### config.mk
export PLATFORM = sky130hd
export DESIGN_NAME = pipe_ex_collector
export DESIGN_NICKNAME = d
export VERILOG_FILES = /design/src/rtl/pipe_ex_collector.sv
export SDC_FILE = /design/constraint.sdc
export NUM_CORES = 1
export LEC_CHECK = 0
export CORE_MARGIN = 5
export CORE_UTILIZATION = 48
export CTS_BUF_LIST = sky130_fd_sc_hd__clkbuf_8
export DETAILED_ROUTE_END_ITERATION = 8
export HOLD_SLACK_MARGIN = 0.05
export PLACE_DENSITY_LB_ADDON = 0.05
export RECOVER_POWER = 25
export SYNTH_ARGS = -nofsm -noshare
export SYNTH_HDL_FRONTEND = slang
export SYNTH_SLANG_ARGS = --single-unit
### constraint.sdc
create_clock -name clk -period 4.05 [get_ports clk]
set_input_delay 0.81 -clock clk [delete_from_list [all_inputs] [get_ports clk]]
set_output_delay 0.81 -clock clk [all_outputs]
set_load 0.005 [all_outputs]
### src/rtl/pipe_ex_collector.sv
// ---------------------------------------------------------------------------
// pipe_ex_collector
//
// Sits downstream of the 4-operand arithmetic pipeline pipe_ex. The valid tag
// for each operand set is delayed by the pipeline latency so that it lines up
// with the matching result on f_in. Tagged results are written into a small
// FIFO and leave through a valid/ready handshake. Running statistics (sum of
// accepted results, accepted count and dropped count) support system-level
// checking of the result stream.
//
// Parameters
//   N      data width of f_in / out_data
//   LAT    pipeline latency from operands applied to F valid (>= 1)
//   DEPTH  FIFO entries (power of 2, >= 2)
//   ACC_W  accumulator width (>= N)
//
// Ports
//   clk        rising-edge clock shared with the pipeline
//   rst_n      asynchronous active-low reset
//   in_valid   operand set presented to the pipeline this cycle
//   f_in       pipeline result bus F
//   out_data   FIFO head entry (don't-care while out_valid is low)
//   out_valid  FIFO not empty
//   out_ready  consumer accepts out_data
//   level      FIFO occupancy
//   full       level == DEPTH
//   empty      level == 0
//   overflow   sticky: at least one result was dropped
//   drop_cnt   dropped results, saturating at 255
//   res_cnt    accepted results, saturating at 65535
//   acc_sum    wrapping sum of accepted results
// ---------------------------------------------------------------------------
module pipe_ex_collector #(
  parameter int N     = 10,
  parameter int LAT   = 3,
  parameter int DEPTH = 4,
  parameter int ACC_W = 16
) (
  input  logic                     clk,
  input  logic                     rst_n,
  input  logic                     in_valid,
  input  logic [N-1:0]             f_in,
  output logic [N-1:0]             out_data,
  output logic                     out_valid,
  input  logic                     out_ready,
  output logic [$clog2(DEPTH):0]   level,
  output logic                     full,
  output logic                     empty,
  output logic                     overflow,
  output logic [7:0]               drop_cnt,
  output logic [15:0]              res_cnt,
  output logic [ACC_W-1:0]         acc_sum
);

  localparam int PW = $clog2(DEPTH);
  localparam int LW = PW + 1;

  // Saturating increments for the statistics counters.
  function automatic logic [7:0] sat_inc8(input logic [7:0] v);
    return (v == 8'hFF) ? v : v + 8'd1;
  endfunction

  function automatic logic [15:0] sat_inc16(input logic [15:0] v);
    return (v == 16'hFFFF) ? v : v + 16'd1;
  endfunction

  // Tag delay line: vld_p[k] is the in_valid seen k+1 cycles ago, so the
  // last stage lines up with the result the pipeline produces for it.
  logic [LAT-1:0] vld_p;
  logic           av;

  logic [N-1:0]   mem [DEPTH];
  logic [PW-1:0]  wr_ptr;
  logic [PW-1:0]  rd_ptr;
  logic [LW-1:0]  lvl_q;

  logic           push;
  logic           pop;
  logic           drop;

  // Status flags come only from the registered occupancy, so nothing on the
  // input side or out_ready reaches them combinationally.
  assign level     = lvl_q;
  assign full      = (lvl_q == LW'(DEPTH));
  assign empty     = (lvl_q == '0);
  assign out_valid = ~empty;
  assign out_data  = mem[rd_ptr];

  assign av = vld_p[LAT-1];

  // A full FIFO can still accept a result in a cycle where the head leaves.
  always_comb begin
    pop  = out_valid & out_ready;
    push = av & (~full | pop);
    drop = av & full & ~pop;
  end

  // ---- stage: tag alignment ----
  always_ff @(posedge clk or negedge rst_n) begin
    if (!rst_n) begin
      vld_p <= '0;
    end else begin
      vld_p[0] <= in_valid;
      for (int i = 1; i < LAT; i++) begin
        vld_p[i] <= vld_p[i-1];
      end
    end
  end

  // ---- stage: FIFO storage (data path, not reset) ----
  always_ff @(posedge clk) begin
    if (push) begin
      mem[wr_ptr] <= f_in;
    end
  end

  // ---- stage: FIFO control ----
  // Pointers are exactly PW bits wide; DEPTH is a power of two, so the
  // natural binary overflow gives the modulo-DEPTH wrap.
  always_ff @(posedge clk or negedge rst_n) begin
    if (!rst_n) begin
      wr_ptr <= '0;
      rd_ptr <= '0;
      lvl_q  <= '0;
    end else begin
      if (push) begin
        wr_ptr <= wr_ptr + PW'(1);
      end
      if (pop) begin
        rd_ptr <= rd_ptr + PW'(1);
      end
      case ({push, pop})
        2'b10:   lvl_q <= lvl_q + LW'(1);
        2'b01:   lvl_q <= lvl_q - LW'(1);
        default: lvl_q <= lvl_q;
      endcase
    end
  end

  // ---- stage: statistics ----
  always_ff @(posedge clk or negedge rst_n) begin
    if (!rst_n) begin
      overflow <= 1'b0;
      drop_cnt <= '0;
      res_cnt  <= '0;
      acc_sum  <= '0;
    end else begin
      if (push) begin
        acc_sum <= acc_sum + ACC_W'(f_in);
        res_cnt <= sat_inc16(res_cnt);
      end
      if (drop) begin
        overflow <= 1'b1;
        drop_cnt <= sat_inc8(drop_cnt);
      end
    end
  end

endmodule

==> run metrics, run 1 <==
Primary FF master, synth dfrtp_1; Die Area 10600 um2; Worst-path clk slew 0.10 ns; CP max stage cell dfrtp_1; cell depth of the worst flop-to-flop path 7; measured slew at the worst slew-check pin 1.43 ns; Ant. Diodes 0; Post-CTS Hold Fix Bufs 0; DRC Markers 0; Critical R2R Launch acc_sum[0]; antenna violations before repair 0; CTS tree done; CTS buffer count 9; WS Path Type register to output port; largest net degree at the start of global routing 28; Root Buffer clkbuf_8; P per Cell Area 659 nW/um2; Synth Warn # 0; first-pass GRT wire length 12800 um; core area 8590 um2; R2R Setup Slk 1.70 ns; most frequent cells in the layout clkdlybuf4s50_1 (60), dfrtp_1 (51), edfxtp_1 (40); 1st-iter DRT viols 121; synthesized instance count 308; Netlist Area Pre-Place 4160 um2; Vert. Die Dim 103 um; MaxCap Viol Count 0; setup bufs post-CTS 0; Worst path top cell family by delay flip-flops; largest vdd supply drop 0.000304 V; Total GRT Usage 0.159; Avg Vias per Cell 5.21; Crit path required time 3.24 ns; CP Capture Type output port; number of library cell types mapped by synthesis 44; setup TNS 0 ns; FILL cells 711; Slew Limit Fails 0; FF-to-FF End acc_sum[12]; max_slew headroom 0.0436; number of flops mapped to enable cells by yosys 40; RSZ-0062 raised after global routing no; wire per inst 16.0 um; CP Max Fanout 12; # IOs 71; Die W 103 um; final setup vio count 0; nets 417; H-tree depth 3; cell row count 34; outcome completed; Seq/Total Area, Yosys 0.596; Hold Fails Final Rpt 0; static leakage 2.08 nW; Clock Skew 0.0147 ns; Critical Path Start Type register; GP Congestion 0.797; Final ANT Viol Nets 0; WHS Path Cells 0; Tcrit/Tclk final 0.759; Syn Nets 340; CP cell instances mux4_2 -> clkdlybuf4s50_1; syn_area_per_cell 13.5 um2; Clk Latency, worst-skew pair 0.36 ns; Hold Crit Class register to register; DP HPWL 5630 um; grt ovf 0; leading cell type in the layout, fill and taps excluded clkdlybuf4s50_1; post-CTS sizing 0; endpoint of the worst hold path vld_p[1]; number of global-route vias before repair 2551; ys async rst share 0.560; PortBufs 70; #FFs+latches synth 91; share of layout cells above drive strength 1 0.0949; area grow syn2layout 24.3%; Bufs on Longest Clock Path 2; CP Data Arrival Time 2.26 ns; Final Critical Period 3.07 ns; fmax 325 MHz; CP max stage delay 0.84 ns; DP Area 4980 um2; Hold Crit Start vld_p[0]; CTS sink count 91; Starting Density 0.484; drt pass-1 iters 4; post-layout instance area 5170 um2; Via Count 2595; final WL 7990 um; Buf/Inv on CP 1
==> power by group <==
group	internal, W	leakage (nW)	switching [W]	total [W]
combinational	0.000797	0.963	0.000539	0.00134
clock	0.000285	0.107	0.000325	0.000611
sequential	0.00121	1.01	0.000243	0.00146
==> worst max path at each step <==
stage              start     endpoint  slack [ns]  depth (start not counted)
6_report       rd_ptr[0]  out_data[5]        0.98                          2
4_1_cts        rd_ptr[0]  out_data[5]        0.91                          2
3_5_place_dp     f_in[0]  acc_sum[12]        0.74                          8
2_1_floorplan    f_in[0]  acc_sum[12]        1.60                          7
5_1_grt        rd_ptr[0]  out_data[5]        0.83                          2
3_3_place_gp     f_in[0]  acc_sum[12]        0.81                          8
==> flip-flops by register name, summed over array words and instances, names as in the netlist <==
signal and count:
acc_sum 16, drop_cnt 8, level 3, mem 40, overflow 1, rd_ptr 2, res_cnt 16, vld_p 3
wr_ptr 2
==> layer usage <==
| metal | GRT usage | part of all wire | up-vias | wire length [um] |
|---|---|---|---|---|
| met2 | 0.243 | 0.48 | 52 | 3800 |
| li1 | - | - | 1281 | - |
| met3 | 0.0338 | 0.050 | 10 | 403 |
| met5 | 0 | 0 | - | 0 |
| met1 | 0.223 | 0.46 | 1252 | 3660 |
| met4 | 0.0627 | 0.015 | 0 | 118 |
==> logic make-up (layout without fill, tap and decap cells) <==
logic type,count (synthesis),count (layout),synth area share
flip-flops,91,91,0.596
AND/OR/NAND/NOR,89,89,0.119
AO/OA/AOI/OAI,40,40,0.0635
XOR/XNOR,40,40,0.0843
adder cells (fa/ha/maj),18,18,0.0578
buffers and inverters,17,99,0.0166
multiplexers,13,13,0.0623
==> area by class of cell <==
class	instances	area, um2	area share
clock inverter	7	66.3	0.0128
inverter	10	37.5	0.00727
timing repair buffer	73	717	0.139
tap	108	135	0.0262
clock buffer	9	124	0.0240
sequential	91	2480	0.480
multi-input combinational	200	1610	0.311
==> cells in the mapped netlist (4+ instances only) <==
cell | instances | area, um2
dfrtp_1 | 51 | 1280
nor2_1 | 6 | 22.5
nand3_1 | 12 | 60.1
nor3_1 | 6 | 30.0
and3_1 | 6 | 37.5
nand4_1 | 8 | 50.1
a21oi_1 | 8 | 40.0
nand2_1 | 29 | 109
edfxtp_1 | 40 | 1200
and2_1 | 6 | 37.5
xnor2_1 | 26 | 228
and4_1 | 4 | 35.0
o21ai_0 | 14 | 70.1
xor2_1 | 14 | 123
mux4_2 | 10 | 225
ha_1 | 16 | 200
inv_1 | 10 | 37.5
buf_2 | 4 | 20.0
==> through the flow <==
step	total power [W]	worst slack [ns]	util	instances	hold WS, ns
2_1_floorplan	0.00218	1.60	-	308	0.331
3_3_place_gp	0.00281	0.810	0.579	482	0.340
3_5_place_dp	0.00284	0.739	0.579	482	0.335
4_1_cts	0.00345	0.913	0.601	498	0.346
5_1_grt	0.00365	0.830	0.601	498	0.356
6_report	0.00340	0.975	0.601	498	0.338
==> worst reg2reg max path: stages (launching register included) <==
cell and delay [ns]:
dfrtp_1 0.42, ha_1 0.22, fa_1 0.41, a21o_1 0.21
a221oi_1 0.46, o21ai_0 0.27, nand4_1 0.16, xnor2_1 0.12
Note: power is estimated with default switching activity, not from simulation.
==> inputs of run 2 (changes only) <==
==> constraint.sdc (replaced) <==
create_clock -name clk -period 3.2 [get_ports clk]
set_input_delay 0.64 -clock clk [delete_from_list [all_inputs] [get_ports clk]]
set_output_delay 0.64 -clock clk [all_outputs]
set_load 0.005 [all_outputs]
==> run 2 against run 1 <==
  * Critical path depth is 7 higher
  * Worst setup slack worse by 0.38 ns
  * Sequential share of layout area is 0.45 points lower
  * Utilization is 0.57 points higher
  * Routed wire length rose by 0.59%
  * Critical endpoint is now acc_sum[12]
  * Cell count rose by 0.80%
  * Sequential power rose by 23%
  * Via count increased by 0.85%
  * Highest routed layer unchanged
  * Largest cell class unchanged
  * Hold slack better by 0.012 ns
==> run metrics, run 2 (synthesis results as in run 1) <==
total power 0.00441 W (+30%); Ant. Diodes 0 (unchanged); Via Count 2617 (+0.85%); MaxCap Viol Count 0 (unchanged); WHS Path Cells 0 (unchanged); leading cell type in the layout, fill and taps excluded clkdlybuf4s50_1; post-layout instance area 5220 um2 (+0.94%); Root Buffer clkbuf_8; Total GRT Usage 0.162 (+0.00345); Final ANT Viol Nets 0 (unchanged); first-pass GRT wire length 13100 um (+2.8%); Bufs on Longest Clock Path 2 (unchanged); H-tree depth 3 (unchanged); Final Critical Period 2.61 ns; fmax 384 MHz; antenna violations before repair 0 (unchanged); grt ovf 0 (unchanged); CP Data Arrival Time 2.89 ns (+0.63 ns); PortBufs 70 (unchanged); post-route insts no fill 502 (+0.80%); nets 421 (+0.96%); DP Area 5010 um2 (+0.60%); cell depth of the worst flop-to-flop path 7 (unchanged); CTS sink count 91 (unchanged); core area 8590 um2 (unchanged); CP Max Fanout 5 (-7); outcome completed; Avg Vias per Cell 5.21 (about the same); area grow syn2layout 25.5%; P per Cell Area 847 nW/um2 (+29%); Die Area 10600 um2 (unchanged); dpl cells 486 (+0.83%); FILL cells 726 (+2.1%); Hold Crit Class register to register; post-CTS sizing 0 (unchanged); cell row count 34 (unchanged); setup bufs post-CTS 0 (unchanged); Slew Limit Fails 0 (unchanged); max_slew headroom 0.136 (+0.0926); Tcrit/Tclk final 0.815; WS Path Type input pin to register; R2R Setup Slk 0.98 ns (-0.72 ns); worst setup margin 0.592 ns (-0.383 ns); FF-to-FF End level[1]; Hold Crit Start vld_p[1]; Place WS 0.253 ns (-0.486 ns); GP Congestion 0.779 (-2.2%); Critical R2R Launch level[0]; Clk Latency, worst-skew pair 0.35 ns (about the same); CP Capture Type register; DP HPWL 5740 um (+2.0%); 1st-iter DRT viols 63 (-48%); DRC Markers 0 (unchanged); Clock Skew 0.0112 ns (-0.00345 ns); Crit path required time 3.48 ns (+0.24 ns); wire per inst 16.0 um (-0.21%); endpoint of the worst hold path vld_p[2]; largest vdd supply drop 0.000380 V (+25%); Top Registers mem (40), acc_sum (16), res_cnt (16); drt pass-1 iters 4 (unchanged); Post-CTS Hold Fix Bufs 0 (unchanged); CTS buffer count 9 (unchanged); measured slew at the worst slew-check pin 1.30 ns (-0.139 ns); max FFs per register 40 (unchanged); final WL 8030 um (+0.59%); CTS tree done; Hold Fails Final Rpt 0 (unchanged); largest net degree at the start of global routing 25 (-11%); Worst-path clk slew 0.09 ns (about the same); # IOs 71 (unchanged); Starting Density 0.484 (unchanged); RSZ-0062 raised after global routing no; Largest Register mem; final setup vio count 0 (unchanged); static leakage 2.09 nW (+0.58%); Critical Path Start Type input pin; setup TNS 0 ns (unchanged); number of global-route vias before repair 2571 (+0.78%); share of layout cells above drive strength 1 0.0990 (+0.00411); Die W 103 um (unchanged); most frequent cells in the layout clkdlybuf4s50_1 (66), dfrtp_1 (51), edfxtp_1 (40); Vert. Die Dim 103 um (unchanged)
==> run 2: cell types whose count changed in the layout (fill, tap and decap cells not counted) <==
cell	before	now
buf_4	3	5
clkdlybuf4s50_1	60	66
bufinv_16	1	2
clkinv_2	1	0
clkinv_1	0	1
clkinvlp_4	0	1
inv_4	1	0
inv_6	2	1
clkinv_4	0	1
inv_1	12	11
dlygate4sd3_1	9	3
clkbuf_1	1	3
==> run 2: worst max path at each step <==
stage	from	to	slack (ns)	cells past startpoint
after floorplan	f_in[0]	acc_sum[12]	0.92	7
after global placement	f_in[0]	acc_sum[12]	0.32	9
after detailed placement	f_in[0]	acc_sum[12]	0.25	9
after CTS	rd_ptr[0]	out_data[2]	0.57	3
after global routing	f_in[0]	acc_sum[14]	0.49	9
final	f_in[0]	acc_sum[12]	0.59	9
==> run 2: final cells by class <==
class                           instances  area (um2)  share of cell area
Timing Repair Buffer                   77         739               0.142
Inverter                               10        37.5             0.00720
Sequential cell                        91        2480               0.475
Clock inverter                          7        92.6              0.0178
Clock buffer                            9         124              0.0238
Tap cell                              108         135              0.0259
Multi-Input combinational cell        200        1610               0.309
==> run 2: critical path, cell delays in order <==
cell and delay [ns]:
clkdlybuf4s50_1 0.52, ha_1 0.29, fa_1 0.41, a21o_1 0.21
a221oi_1 0.24, buf_4 0.17, o21ai_0 0.14, nand4_1 0.15
xnor2_1 0.12
==> run 2: metal layers <==
metal / vias to the layer above / part of all wire / track usage
met5: - / 0 / 0
met4: 0 / 0.013 / 0.0687
met3: 10 / 0.039 / 0.0332
met2: 56 / 0.48 / 0.248
met1: 1265 / 0.47 / 0.227
li1: 1286 / - / -
==> run 2: report_power, final <==
group / internal (W) / switching, W / total, W
registers: 0.00154 / 0.000268 / 0.00180
clock network: 0.000439 / 0.000403 / 0.000842
logic: 0.00103 / 0.000736 / 0.00177
total: 0.00301 / 0.00141 / 0.00441
==> run 2: per-stage QoR <==
step / hold slack (ns) / utilization
global route: 0.365 / 0.607
CTS: 0.256 / 0.608
global placement: 0.335 / 0.583
detailed placement: 0.335 / 0.583
floorplan: 0.331 / -
finish: 0.350 / 0.607
==> inputs of run 3 (changes only) <==
==> constraint.sdc (replaced) <==
create_clock -name clk -period 2.4 [get_ports clk]
set_input_delay 0.48 -clock clk [delete_from_list [all_inputs] [get_ports clk]]
set_output_delay 0.48 -clock clk [all_outputs]
set_load 0.005 [all_outputs]
==> run 3 against run 2 <==
  * Clock-buffer cell count stayed put
  * Clock skew grew 0.0015 ns
  * Global-route usage increased by 0.13 points
  * Hold slack worse by 0.021 ns
  * Cell count is 5.8% higher
  * Register-to-register slack got worse by 0.77 ns
  * Cell area is 5.3% higher
  * Sequential power grew 33%
  * Sequential cell count unchanged
  * Non-clock buffer count rose by 29
  * Power is 42% higher
  * Critical endpoint is now out_data[2]
  * Largest power group is now combinational cells
==> run metrics, run 3 (synthesis results as in run 1) <==
dpl cells 512 (+5.3%); CTS tree done; sw power 0.00195 W (+38%); Largest Register mem; core area 8590 um2 (unchanged); P per Cell Area 1150 nW/um2 (+35%); grt ovf 0 (unchanged); wire per inst 15.6 um (-2.4%); setup TNS 0 ns (unchanged); Final Critical Period 2.33 ns; Critical Path Start Type register; largest vdd supply drop 0.000474 V (+25%); nets 450 (+6.9%); DP HPWL 6070 um (+5.6%); number of global-route vias before repair 2727 (+6.1%); Flop pwr share 0.380 (-0.029); share of layout cells above drive strength 1 0.173 (+0.0736); Sw Ratio 0.310 (-0.00916); max_slew headroom 0.223 (+0.0873); Worst-path clk slew 0.09 ns (about the same); Pint 0.00434 W (+44%); crit path launch rd_ptr[0]; post-route insts no fill 531 (+5.8%); final setup vio count 0 (unchanged); RSZ-0062 raised after global routing no; fmax 429 MHz; FF-to-FF End level[1]; CTS buffer count 9 (unchanged); Die W 103 um (unchanged); Place WS -0.356 ns (-0.609 ns); CP Data Arrival Time 1.85 ns (-1.04 ns); area grow syn2layout 32.2%; final WL 8290 um (+3.2%); max FFs per register 40 (unchanged); Clock Power Share 0.199 (+0.008); Post-CTS Hold Fix Bufs 0 (unchanged); worst setup margin 0.0669 ns (-0.526 ns); Slew Limit Fails 0 (unchanged); Via Count 2724 (+4.1%); Clk Latency, worst-skew pair 0.35 ns (about the same); most frequent cells in the layout clkdlybuf4s50_1 (62), dfrtp_1 (50), edfxtp_1 (40); DRC Markers 0 (unchanged); R2R Setup Slk 0.21 ns (-0.77 ns); Vert. Die Dim 103 um (unchanged); cell row count 34 (unchanged); MaxCap Viol Count 0 (unchanged); CP Capture Type output port; Critical R2R Launch level[1]; Clock Skew 0.0127 ns (+0.00150 ns); Bufs on Longest Clock Path 2 (unchanged); Total GRT Usage 0.164 (+0.00131); GP Congestion 0.817 (+4.9%); Multi-input gate area 1620 um2 (+0.39%); WS Path Type register to output port; Sequential Area 2480 um2 (about the same); drt pass-1 iters 4 (unchanged); static leakage 2.29 nW (+9.6%); largest net degree at the start of global routing 31 (+24%); CTS sink count 91 (unchanged); Hold Fails Final Rpt 0 (unchanged); Tcrit/Tclk final 0.972; leading cell type in the layout, fill and taps excluded clkdlybuf4s50_1; # IOs 71 (unchanged); Root Buffer clkbuf_8; H-tree depth 3 (unchanged); Hold Crit Class input pin to asynchronous set/reset pin; cell depth of the worst flop-to-flop path 7 (unchanged); measured slew at the worst slew-check pin 1.16 ns (-0.131 ns); FILL cells 687 (-5.4%); CP Capture Point out_data[2]; Crit path required time 1.92 ns (-1.56 ns); Die Area 10600 um2 (unchanged); Top Registers mem (40), acc_sum (16), res_cnt (16); antenna violations before repair 0 (unchanged); Avg Vias per Cell 5.13 (-1.6%); Ant. Diodes 0 (unchanged); 1st-iter DRT viols 80 (+27%); PortBufs 70 (unchanged); Final ANT Viol Nets 0 (unchanged); Starting Density 0.484 (unchanged); Gate power share 0.421 (+0.020); first-pass GRT wire length 13300 um (+1.4%); outcome completed; CP Max Fanout 11 (+6)
-- run 3: cell types whose count changed in the layout (fill, tap and decap cells not counted), sizes merged --
cell           delta
bufinv            +1
buf              +30
dlygate4sd3       -1
clkdlybuf4s50     -4
clkinvlp          -1
dlymetal6s2s      +4
-- run 3: layout make-up --
class	count	share of cell area
multi-input cells	200	0.294
clock inverters	7	0.0223
inverters	10	0.00684
repair buffers	106	0.178
clock buffers	9	0.0226
flip-flops and latches	91	0.451
well taps	108	0.0246
-- run 3: worst min path at each step --
stage	from	end	slack (ns)	cells after the start
global route	vld_p[1]	vld_p[2]	0.37	0
detailed placement	vld_p[0]	vld_p[1]	0.35	0
floorplan	rst_n	acc_sum[0]	0.18	0
global placement	vld_p[0]	vld_p[1]	0.33	0
CTS	rst_n	drop_cnt[4]	0.09	1
finish	rst_n	drop_cnt[3]	0.33	1
-- run 3: worst max-delay path, stage by stage (launching register included) --
cell             delay, ns
dfrtp_1               0.38
buf_12                0.15
mux4_2                0.51
clkdlybuf4s50_1       0.46
-- run 3: power groups by stage --
stage               sequential, W  clock [W]  combinational [W]
finish                    0.00239    0.00125            0.00265
CTS                       0.00240    0.00128            0.00267
global placement          0.00240          0            0.00260
global route              0.00246    0.00135            0.00294
floorplan                 0.00237          0            0.00131
detailed placement        0.00242          0            0.00263
-- run 3: per-layer routing --
layer / vias up / part of all wire / track usage
met5: - / 0 / 0
met4: 0 / 0.013 / 0.0418
met3: 12 / 0.047 / 0.0433
met2: 52 / 0.49 / 0.259
met1: 1315 / 0.45 / 0.226
li1: 1345 / - / -
-- run 3: metrics by stage --
| step | power [W] | hold WS [ns] | instance area (um2) | util |
|---|---|---|---|---|
| 2_1_floorplan | 0.00368 | 0.184 | 4160 | - |
| 3_3_place_gp | 0.00500 | 0.334 | 5220 | 0.607 |
| 3_5_place_dp | 0.00505 | 0.345 | 5220 | 0.607 |
| 4_1_cts | 0.00635 | 0.0908 | 5480 | 0.637 |
| 5_1_grt | 0.00675 | 0.370 | 5490 | 0.639 |
| 6_report | 0.00629 | 0.329 | 5490 | 0.639 |
-- run 3: timing repair --
item,in CTS,in global routing
endpoints found under the setup margin,10,11
resized for setup,4,6
buffers inserted,0,3
cloned,0,0
